[config.mk]
export PLATFORM = sky130hd
export DESIGN_NAME = mac_accumulator_flat
export DESIGN_NICKNAME = d
export VERILOG_FILES = /design/src/rtl/mac_pkg.sv /design/src/rtl/mac_accumulator_if.sv /design/src/rtl/sat_add.sv /design/src/rtl/mac_accumulator.sv /design/src/flat_wrapper.sv
export SDC_FILE = /design/constraint.sdc
export NUM_CORES = 1
export LEC_CHECK = 0
export BUFFER_PORTS_ARGS = -buffer_cell sky130_fd_sc_hd__clkbuf_2
export CAP_MARGIN = 20
export CELL_PAD_IN_SITES_DETAIL_PLACEMENT = 1
export CELL_PAD_IN_SITES_GLOBAL_PLACEMENT = 1
export CORE_MARGIN = 1
export CORE_UTILIZATION = 42
export DETAILED_ROUTE_END_ITERATION = 6
export GPL_TIMING_DRIVEN = 0
export PLACE_DENSITY = 0.83
export SETUP_SLACK_MARGIN = 0.5
export SLEW_MARGIN = 20
export SYNTH_ARGS = -nofsm -noshare
export SYNTH_HDL_FRONTEND = slang
export SYNTH_SLANG_ARGS = --single-unit
[constraint.sdc]
create_clock -name clk -period 7.05 [get_ports clk]
set_input_delay 0.3525 -clock clk [delete_from_list [all_inputs] [get_ports clk]]
set_output_delay 0.3525 -clock clk [all_outputs]
set_load 0.01 [all_outputs]
[src/rtl/mac_pkg.sv]
// Shared types and constants for the MAC accumulator stage.
package mac_pkg;

  localparam int unsigned MAC_W     = 64;
  localparam int unsigned MAC_CNT_W = 16;

  localparam logic [MAC_W-1:0] SAT_MAX = {1'b0, {(MAC_W-1){1'b1}}};
  localparam logic [MAC_W-1:0] SAT_MIN = {1'b1, {(MAC_W-1){1'b0}}};

  typedef enum logic [0:0] {
    ACCUM,
    HOLD
  } mac_state_t;

endpackage

[src/rtl/mac_accumulator_if.sv]
// Product-in and sum-out handshake bundle of the MAC accumulator.
interface mac_accumulator_if #(
  parameter int unsigned W     = 64,
  parameter int unsigned CNT_W = 16
);

  logic             in_valid;
  logic             in_ready;
  logic [W-1:0]     in_product;
  logic             in_last;
  logic             clear;
  logic             out_valid;
  logic             out_ready;
  logic [W-1:0]     out_sum;
  logic             out_sat;
  logic [CNT_W-1:0] out_count;

  modport master (
    output in_valid, in_product, in_last, clear, out_ready,
    input  in_ready, out_valid, out_sum, out_sat, out_count
  );

  modport slave (
    input  in_valid, in_product, in_last, clear, out_ready,
    output in_ready, out_valid, out_sum, out_sat, out_count
  );

endinterface

[src/rtl/sat_add.sv]
// Combinational signed saturating adder.
module sat_add
  import mac_pkg::*;
#(
  parameter int unsigned W = MAC_W
) (
  input  logic [W-1:0] a,
  input  logic [W-1:0] b,
  output logic [W-1:0] s,
  output logic         ovf
);

  logic [W:0] wide;

  assign wide = {a[W-1], a} + {b[W-1], b};
  // Bits W and W-1 disagree exactly when like-signed operands produce an opposite-signed result.
  assign ovf  = wide[W] ^ wide[W-1];

  always_comb begin
    s = wide[W-1:0];
    if (ovf) begin
      s = wide[W] ? {1'b1, {(W-1){1'b0}}} : {1'b0, {(W-1){1'b1}}};
    end
  end

endmodule

[src/rtl/mac_accumulator.sv]
// Registers multiplier products and sums them into a saturating accumulator,
// presenting each completed sum through a valid/ready handshake.
module mac_accumulator
  import mac_pkg::*;
#(
  parameter int unsigned W     = MAC_W,
  parameter int unsigned CNT_W = MAC_CNT_W
) (
  input logic              clk,
  input logic              reset,
  mac_accumulator_if.slave bus
);

  mac_state_t       state_q, state_d;
  logic             p_valid_q, p_valid_d;
  logic             p_last_q, p_last_d;
  logic [W-1:0]     p_reg_q, p_reg_d;
  logic [W-1:0]     acc_q, acc_d;
  logic [CNT_W-1:0] count_q, count_d;
  logic             sat_q, sat_d;

  logic             accept;
  logic [W-1:0]     base;
  logic [W-1:0]     sum;
  logic             sum_ovf;
  logic [CNT_W-1:0] count_inc;

  // Handshake outputs depend on registered state only.
  assign bus.in_ready  = (state_q == ACCUM) && !(p_valid_q && p_last_q);
  assign bus.out_valid = (state_q == HOLD);
  assign bus.out_sum   = acc_q;
  assign bus.out_sat   = sat_q;
  assign bus.out_count = count_q;

  assign accept    = bus.in_valid && bus.in_ready;
  assign base      = bus.clear ? '0 : acc_q;
  assign count_inc = (count_q == '1) ? count_q : count_q + CNT_W'(1);

  sat_add #(
    .W (W)
  ) u_sat_add (
    .a   (base),
    .b   (p_reg_q),
    .s   (sum),
    .ovf (sum_ovf)
  );

  always_comb begin
    state_d   = state_q;
    acc_d     = acc_q;
    count_d   = count_q;
    sat_d     = sat_q;
    p_valid_d = accept;
    p_last_d  = accept ? bus.in_last : p_last_q;
    p_reg_d   = accept ? bus.in_product : p_reg_q;

    unique case (state_q)
      ACCUM: begin
        if (p_valid_q) begin
          acc_d   = sum;
          // A clear coinciding with a beat restarts the sum from that beat.
          count_d = bus.clear ? CNT_W'(1) : count_inc;
          sat_d   = (bus.clear ? 1'b0 : sat_q) | sum_ovf;
          if (p_last_q) begin
            state_d = HOLD;
          end
        end else if (bus.clear) begin
          acc_d   = '0;
          count_d = '0;
          sat_d   = 1'b0;
        end
      end
      HOLD: begin
        if (bus.out_ready) begin
          acc_d   = '0;
          count_d = '0;
          sat_d   = 1'b0;
          state_d = ACCUM;
        end
      end
      default: state_d = ACCUM;
    endcase
  end

  always_ff @(posedge clk) begin
    if (reset) begin
      state_q   <= ACCUM;
      p_valid_q <= 1'b0;
      p_last_q  <= 1'b0;
      p_reg_q   <= '0;
      acc_q     <= '0;
      count_q   <= '0;
      sat_q     <= 1'b0;
    end else begin
      state_q   <= state_d;
      p_valid_q <= p_valid_d;
      p_last_q  <= p_last_d;
      p_reg_q   <= p_reg_d;
      acc_q     <= acc_d;
      count_q   <= count_d;
      sat_q     <= sat_d;
    end
  end

endmodule

[src/flat_wrapper.sv]
// flat-port wrapper written by rule: the top's interface ports become plain ports
module mac_accumulator_flat import mac_pkg::*;
#(
  parameter int unsigned W     = MAC_W,
  parameter int unsigned CNT_W = MAC_CNT_W
)
  (clk, reset, bus_in_valid, bus_in_product, bus_in_last, bus_clear, bus_out_ready, bus_in_ready, bus_out_valid, bus_out_sum, bus_out_sat, bus_out_count);
  mac_accumulator_if #(.W(W), .CNT_W(CNT_W)) bus_i ();
  input logic clk;
  input logic reset;
  input wire logic [$bits(bus_i.in_valid)-1:0] bus_in_valid;
  input wire logic [$bits(bus_i.in_product)-1:0] bus_in_product;
  input wire logic [$bits(bus_i.in_last)-1:0] bus_in_last;
  input wire logic [$bits(bus_i.clear)-1:0] bus_clear;
  input wire logic [$bits(bus_i.out_ready)-1:0] bus_out_ready;
  output wire logic [$bits(bus_i.in_ready)-1:0] bus_in_ready;
  output wire logic [$bits(bus_i.out_valid)-1:0] bus_out_valid;
  output wire logic [$bits(bus_i.out_sum)-1:0] bus_out_sum;
  output wire logic [$bits(bus_i.out_sat)-1:0] bus_out_sat;
  output wire logic [$bits(bus_i.out_count)-1:0] bus_out_count;
  assign bus_i.in_valid = bus_in_valid;
  assign bus_i.in_product = bus_in_product;
  assign bus_i.in_last = bus_in_last;
  assign bus_i.clear = bus_clear;
  assign bus_i.out_ready = bus_out_ready;
  assign bus_in_ready = bus_i.in_ready;
  assign bus_out_valid = bus_i.out_valid;
  assign bus_out_sum = bus_i.out_sum;
  assign bus_out_sat = bus_i.out_sat;
  assign bus_out_count = bus_i.out_count;
  mac_accumulator #(.W(W), .CNT_W(CNT_W)) u_core (.clk(clk), .reset(reset), .bus(bus_i));
endmodule
==> results.sh, run 1 <==
export IMPL_status="complete, no violations"
export IMPL_synthArstFlopShare_pct=0
export IMPL_switchingPower_uw=770.6
export IMPL_slew_headroom_pct=19.60
export IMPL_cts_buffers=17
export IMPL_final_cell_area_mm2=0.01256
export IMPL_diodes=0
export IMPL_worstPathMaxFanout=10
export IMPL_post_dp_cell_area_mm2=0.01196
export IMPL_tns_ps=0
export IMPL_ant_nets=0
export IMPL_insertion_delay_ps=450
export IMPL_track_usage_pct=31.78
export IMPL_grt_start_max_net_pins=17
export IMPL_netSwitchingFraction_pct=33.51
export IMPL_worstSetupEndpointType="flop"
export IMPL_pwr_density_cell_mw_per_mm2=183.1
export IMPL_overflow=0
export IMPL_layout_commonest_cell="nand2_1"
export IMPL_place_congestion=0.9244
export IMPL_antenna_found_initial=1
export IMPL_maxSlewViolCount=0
export IMPL_ys_types=74
export IMPL_synth_nets=1624
export IMPL_synth_edf_count=0
export IMPL_crit_type="in2reg"
export IMPL_wirelength_um=41710
export IMPL_p_comb_share_pct=18.3
export IMPL_fin_worst_skew_ps=15.61
export IMPL_p_int_mw=1.529
export IMPL_holdWs_ps=116.1
export IMPL_maxCapViolations=0
export IMPL_coreArea_mm2=0.02518
export IMPL_numClockSinks=148
export IMPL_clockBufferDepth=2
export IMPL_nets=1795
export IMPL_dp_cells=1976
export IMPL_clock_fmax_mhz=164.3
export IMPL_dr_total_vias=11930
export IMPL_synth_top_area_share_pct=27.48
export IMPL_hold_viol_final=0
export IMPL_fp_row_count=58
export IMPL_worst_slew_pin_transition_ps=1197
export IMPL_cts_root_buf="clkbuf_16"
export IMPL_wl_per_cell_um=20.77
export IMPL_num_io_pins=153
export IMPL_first_pass_iters=5
export IMPL_htreeDepth=4
export IMPL_syn_avg_cell_area_um2=7.217
export IMPL_area_growth_pct=16.44
export IMPL_dp_hpwl_um=32280
export IMPL_instances_no_fill=2008
export IMPL_dieArea_mm2=0.02632
export IMPL_ys_ff_latch=148
export IMPL_seq_power_share_pct=40.2
export IMPL_power_mw=2.299
export IMPL_syn_instance_count=1494
export IMPL_syn_cell_area_mm2=0.01078
export IMPL_r2r_slack_ps=2080
export IMPL_die_y_um=162.2
export IMPL_ys_seq_area_share_pct=27.48
export IMPL_cts_clk_slew_worst_paths_ps=80
export IMPL_crit_required_ps=7380
export IMPL_crit_arrival_ps=6420
export IMPL_ys_flop_type="dfxtp_1"
export IMPL_startpoint_type="input port"
export IMPL_grt_pass1_wl_um=65120
export IMPL_yosysWarnings=0
export IMPL_post_route_min_period_ps=6087
export IMPL_holdCritPathClass="in2reg"
export IMPL_dieWidth_um=162.2
export IMPL_mostFrequentLayoutCells="nand2_1 (265), a21oi_1 (163), clkbuf_2 (157)"
export IMPL_grt_pass1_vias=12030
export IMPL_first_iter_violations=675
export IMPL_synth_area_top_cells="dfxtp_1 (27%), nand2_1 (9.2%), a21oi_1 (7.6%)"
export IMPL_setup_viol=0
export IMPL_cts_tree="yes"
export IMPL_synth_top_cell_by_area="dfxtp_1"
export IMPL_numPortBuffers=152
export IMPL_rsz0062_at_grt="false"
export IMPL_leakage_nw=5.327
export IMPL_drc=0
export IMPL_initial_core_util_pct=42.82
export IMPL_routed_via_density=5.941
export IMPL_period_share_pct=86.34
export IMPL_drive_above_1_share_pct=13.35
export IMPL_clock_power_share_pct=41.5
export IMPL_irDropWorstVdd_v=0.0001524
state kept, by name, summed over array words and instances, names as in the netlist:
| register | flops |
|---|---|
| u_core.bus.out_valid | 1 |
| u_core.bus.out_count | 16 |
| u_core.p_reg_q | 64 |
| u_core.bus.out_sat | 1 |
| u_core.p_last_q | 1 |
| u_core.bus.out_sum | 64 |
| u_core.p_valid_q | 1 |
stage by stage:
step / setup slack [ps] / util [%]
2_1_floorplan: 1916 / -
3_3_place_gp: -171.4 / 47.48
3_5_place_dp: -156.7 / 47.48
4_1_cts: 578.5 / 49.81
5_1_grt: 696.1 / 49.86
6_report: 963.0 / 49.86
cell type report:
cell class | count | area, um2
clock inverter | 15 | 158.9
timing repair buffer | 152 | 760.7
tap | 330 | 412.9
multi-input combinational | 1212 | 7287
buffer | 103 | 431.7
inverter | 31 | 116.4
fill | 3298 | 12630
sequential | 148 | 2963
clock buffer | 17 | 425.4
final timing paths:
kind | from | to | depth (start not counted)
setup / recovery | bus_clear | u_core.bus.out_sum[53] | 20
hold / removal | bus_in_product[60] | u_core.p_reg_q[60] | 3
setup reg to reg | u_core.bus.out_sum[36] | u_core.bus.out_sum[53] | 15
hold reg to reg | u_core.p_reg_q[18] | u_core.p_reg_q[18] | 2
routing by layer:
layer  global-route usage (%)  share of wire, %  wire, um  vias to the layer above
li1                         -                 -         -                     5666
met1                    39.28                42     17570                     5786
met2                    54.68                48     20160                      368
met3                    5.184               5.8      2415                      105
met4                    12.69               3.7      1531                        4
met5                        0             0.065        27                        -
cell families (layout without fill, tap and decap cells):
group / count (synthesis) / after routing / synth area share (%)
compound gates: 457 / 457 / 26.40
xor+xnor: 71 / 71 / 5.941
fa+ha+maj: 66 / 66 / 7.589
buf+inv: 134 / 318 / 5.013
flops: 148 / 148 / 27.48
mux: 4 / 4 / 0.3945
simple gates: 614 / 614 / 27.19
worst max-delay path, cell delays in order:
cell	delay (ps)
clkbuf_2	180
clkbuf_1	370
clkbuf_2	390
clkbuf_2	340
buf_2	400
nor2_1	80
ha_1	280
buf_2	170
nand4_1	150
or2_1	280
or3b_1	380
or4_1	520
or4_1	640
a311oi_1	350
a211oi_1	190
o21bai_1	220
nand2_1	160
clkbuf_1	510
a211oi_1	90
nor3_1	340
power by group through the flow:
stage	Clock (mW)	Combinational, mW	Sequential (mW)
2_1_floorplan	0	0.262	0.935
3_3_place_gp	0	0.401	0.940
3_5_place_dp	0	0.415	0.942
4_1_cts	0.963	0.419	0.923
5_1_grt	0.995	0.463	0.928
6_report	0.954	0.422	0.923
cells in the mapped netlist (3+ instances only):
library cell and count:
a31oi_1 23, a21oi_1 163, and2_1 11, xnor2_1 38, xor2_1 32, o21bai_1 9
o2111ai_1 13, buf_6 3, buf_2 9, o221ai_1 6, dfxtp_1 148, maj3_1 6
nand3_1 71, buf_1 6, o21ai_0 82, nor4_1 8, nand4_1 24, inv_1 30
a211o_1 3, nor3_1 17, ha_1 59, and3_1 11, a21o_1 40, a22o_1 3
a211oi_1 15, o22ai_1 7, a41oi_1 3, nand2b_1 11, o211ai_1 17, or3_1 8
nor2_1 80, nor2b_1 77, a21boi_0 3, nand2_1 265, or2_2 8, o21a_1 10
o31ai_1 8, and4_1 7, a22oi_1 19, clkbuf_1 84, o41ai_1 3, a311oi_1 4
o21ai_1 8
repair_timing:
action | in CTS | in global routing
hold buffers | 0 | 0
gates resized for setup | 1 | 9
setup buffers | 0 | 0
pin swaps | 0 | 0
setup endpoints to repair | 41 | 57
hold endpoints to repair | 0 | 0
No activity file was read; power rests on OpenSTA's default activity.
==> inputs of run 2 (changes only) <==
Settings changed: CORE_UTILIZATION 42 to 45, GPL_TIMING_DRIVEN 0 to not set, PLACE_DENSITY 0.83 to 0.88, REMOVE_ABC_BUFFERS set to 1.
Clock period 7.05 ns to 7.45 ns, I/O delays scaled along.
==> results.sh, run 2 (same netlist as run 1, synthesis figures left out) <==
export IMPL_status="complete, no violations"
export IMPL_cts_root_buf="clkbuf_16"
export IMPL_worstPathMaxFanout=31
export IMPL_clock_fmax_mhz=178.6
export IMPL_startpoint_type="input port"
export IMPL_cts_resized=0
export IMPL_pwr_density_cell_mw_per_mm2=170.9
export IMPL_hold_viol_final=0
export IMPL_overflow=0
export IMPL_grt_pass1_vias=11810
export IMPL_crit_path_max_incr_delay_ps=820
export IMPL_track_usage_pct=31.22
export IMPL_grtUsageMet1_pct=37.40
export IMPL_cts_tree="yes"
export IMPL_leakage_nw=5.169
export IMPL_cts_clk_slew_worst_paths_ps=70
export IMPL_ant_nets=0
export IMPL_power_mw=2.082
export IMPL_antenna_found_initial=0
export IMPL_worst_slew_pin_transition_ps=995.9
export IMPL_grt_busiest_layer="met2"
export IMPL_use_met3_pct=4.403
export IMPL_tns_ps=0
export IMPL_dieWidth_um=156.8
export IMPL_post_route_min_period_ps=5598
export IMPL_rsz0062_at_grt="false"
export IMPL_diodes=0
export IMPL_crit_arrival_ps=5960
export IMPL_setup_viol=0
export IMPL_dieArea_mm2=0.02458
export IMPL_htreeDepth=4
export IMPL_cts_hold_buf=0
export IMPL_insertion_delay_ps=430
export IMPL_slew_headroom_pct=32.76
export IMPL_layout_commonest_cell="nand2_1"
export IMPL_first_pass_iters=5
export IMPL_numClockSinks=148
export IMPL_crit_required_ps=7810
export IMPL_use_met2_pct=55.26
export IMPL_maxSlewViolCount=0
export IMPL_die_y_um=156.8
export IMPL_place_congestion=0.9592
export IMPL_wirelength_um=37890
export IMPL_worst_path_max_delay_cell="a211oi_4"
export IMPL_crit_path_frequent_cell="or4_1"
export IMPL_nets=1707
export IMPL_grt_start_max_net_pins=67
export IMPL_cts_setup_buffers=0
export IMPL_area_growth_pct=13.01
export IMPL_worstPathCellList="clkbuf_2 > nor2b_1 > ha_1 > nand4_1 > or2_1 > or3b_1 > or4_1 > or4_1 > a311oi_1 > a211oi_1 > mux2_2 > a211oi_4 > buf_4 > a21oi_1 > o2bb2ai_1"
export IMPL_dr_total_vias=11600
export IMPL_n_fill_cell=3058
export IMPL_holdWs_ps=155.9
export IMPL_cts_buffers=17
export IMPL_period_share_pct=75.14
export IMPL_routed_via_density=6.085
export IMPL_initial_core_util_pct=45.94
export IMPL_r2r_slack_ps=2000
export IMPL_first_iter_violations=674
export IMPL_drc=0
export IMPL_worstSetupEndpointType="flop"
export IMPL_critPathTopFamily="simple AND/OR/NAND/NOR gates"
export IMPL_mostFrequentLayoutCells="nand2_1 (264), a21oi_1 (163), clkbuf_2 (151)"
export IMPL_crit_type="in2reg"
export IMPL_wl_per_cell_um=19.87
export IMPL_fin_worst_skew_ps=8.642
export IMPL_dp_hpwl_um=27540
export IMPL_drive_above_1_share_pct=13.92
export IMPL_coreArea_mm2=0.02347
export IMPL_maxCapViolations=0
export IMPL_numPortBuffers=152
export IMPL_num_io_pins=153
export IMPL_critPathBufInv=2
export IMPL_grt_pass1_wl_um=60610
export IMPL_irDropWorstVdd_v=0.0001205
export IMPL_clockBufferDepth=2
export IMPL_holdCritPathClass="in2reg"
export IMPL_fp_row_count=56
## run 2: worst reg2reg max path, delay by kind of cell, from the launching register on
family	cells	cell delay, ps
muxes	1	430
buffers and inverters	1	400
adders and majority gates	1	460
AOI/OAI and AO/OA	5	1590
DFF	1	360
and+or+nand+nor	6	2130
## run 2: final timing paths
path,start,endpoint,cells after the start
setup / recovery,bus_clear,u_core.bus.out_sum[52],15
hold / removal,bus_in_product[6],u_core.p_reg_q[6],3
setup reg to reg,u_core.bus.out_sum[36],u_core.bus.out_sum[52],14
hold reg to reg,u_core.p_last_q,u_core.p_last_q,2
## run 2: area by class of cell
class	instances	area [um2]	area share, %
multi-input cells	1212	7289	59.82
flip-flops and latches	148	2963	24.31
repair buffers	167	875.8	7.188
clock buffers	20	466.7	3.830
well taps	319	399.1	3.276
inverters	31	116.4	0.9549
clock inverters	10	75.07	0.6161
## run 2: report_power, final
part,internal (mW),leakage (nW),switching (mW),total (mW)
Sequential,0.834,1.21,0.0442,0.878
Clock,0.452,0.258,0.379,0.831
Combinational,0.134,3.70,0.239,0.373
## run 2: per-stage QoR
step	std cells	setup WS, ps	cell area, um2	utilization [%]
final	1907	1852	12190	51.91
after CTS	1907	1881	12190	51.91
after detailed placement	1877	1351	11640	49.61
after global placement	1877	1637	11640	49.61
after floorplan	1391	2478	10360	-
after global routing	1907	1564	12190	51.91
## run 2: routing by layer
metal,routed length (um),up-vias
li1,-,5489
met1,16380,5688
met2,18720,337
met3,1558,90
met4,1236,0
met5,0,-
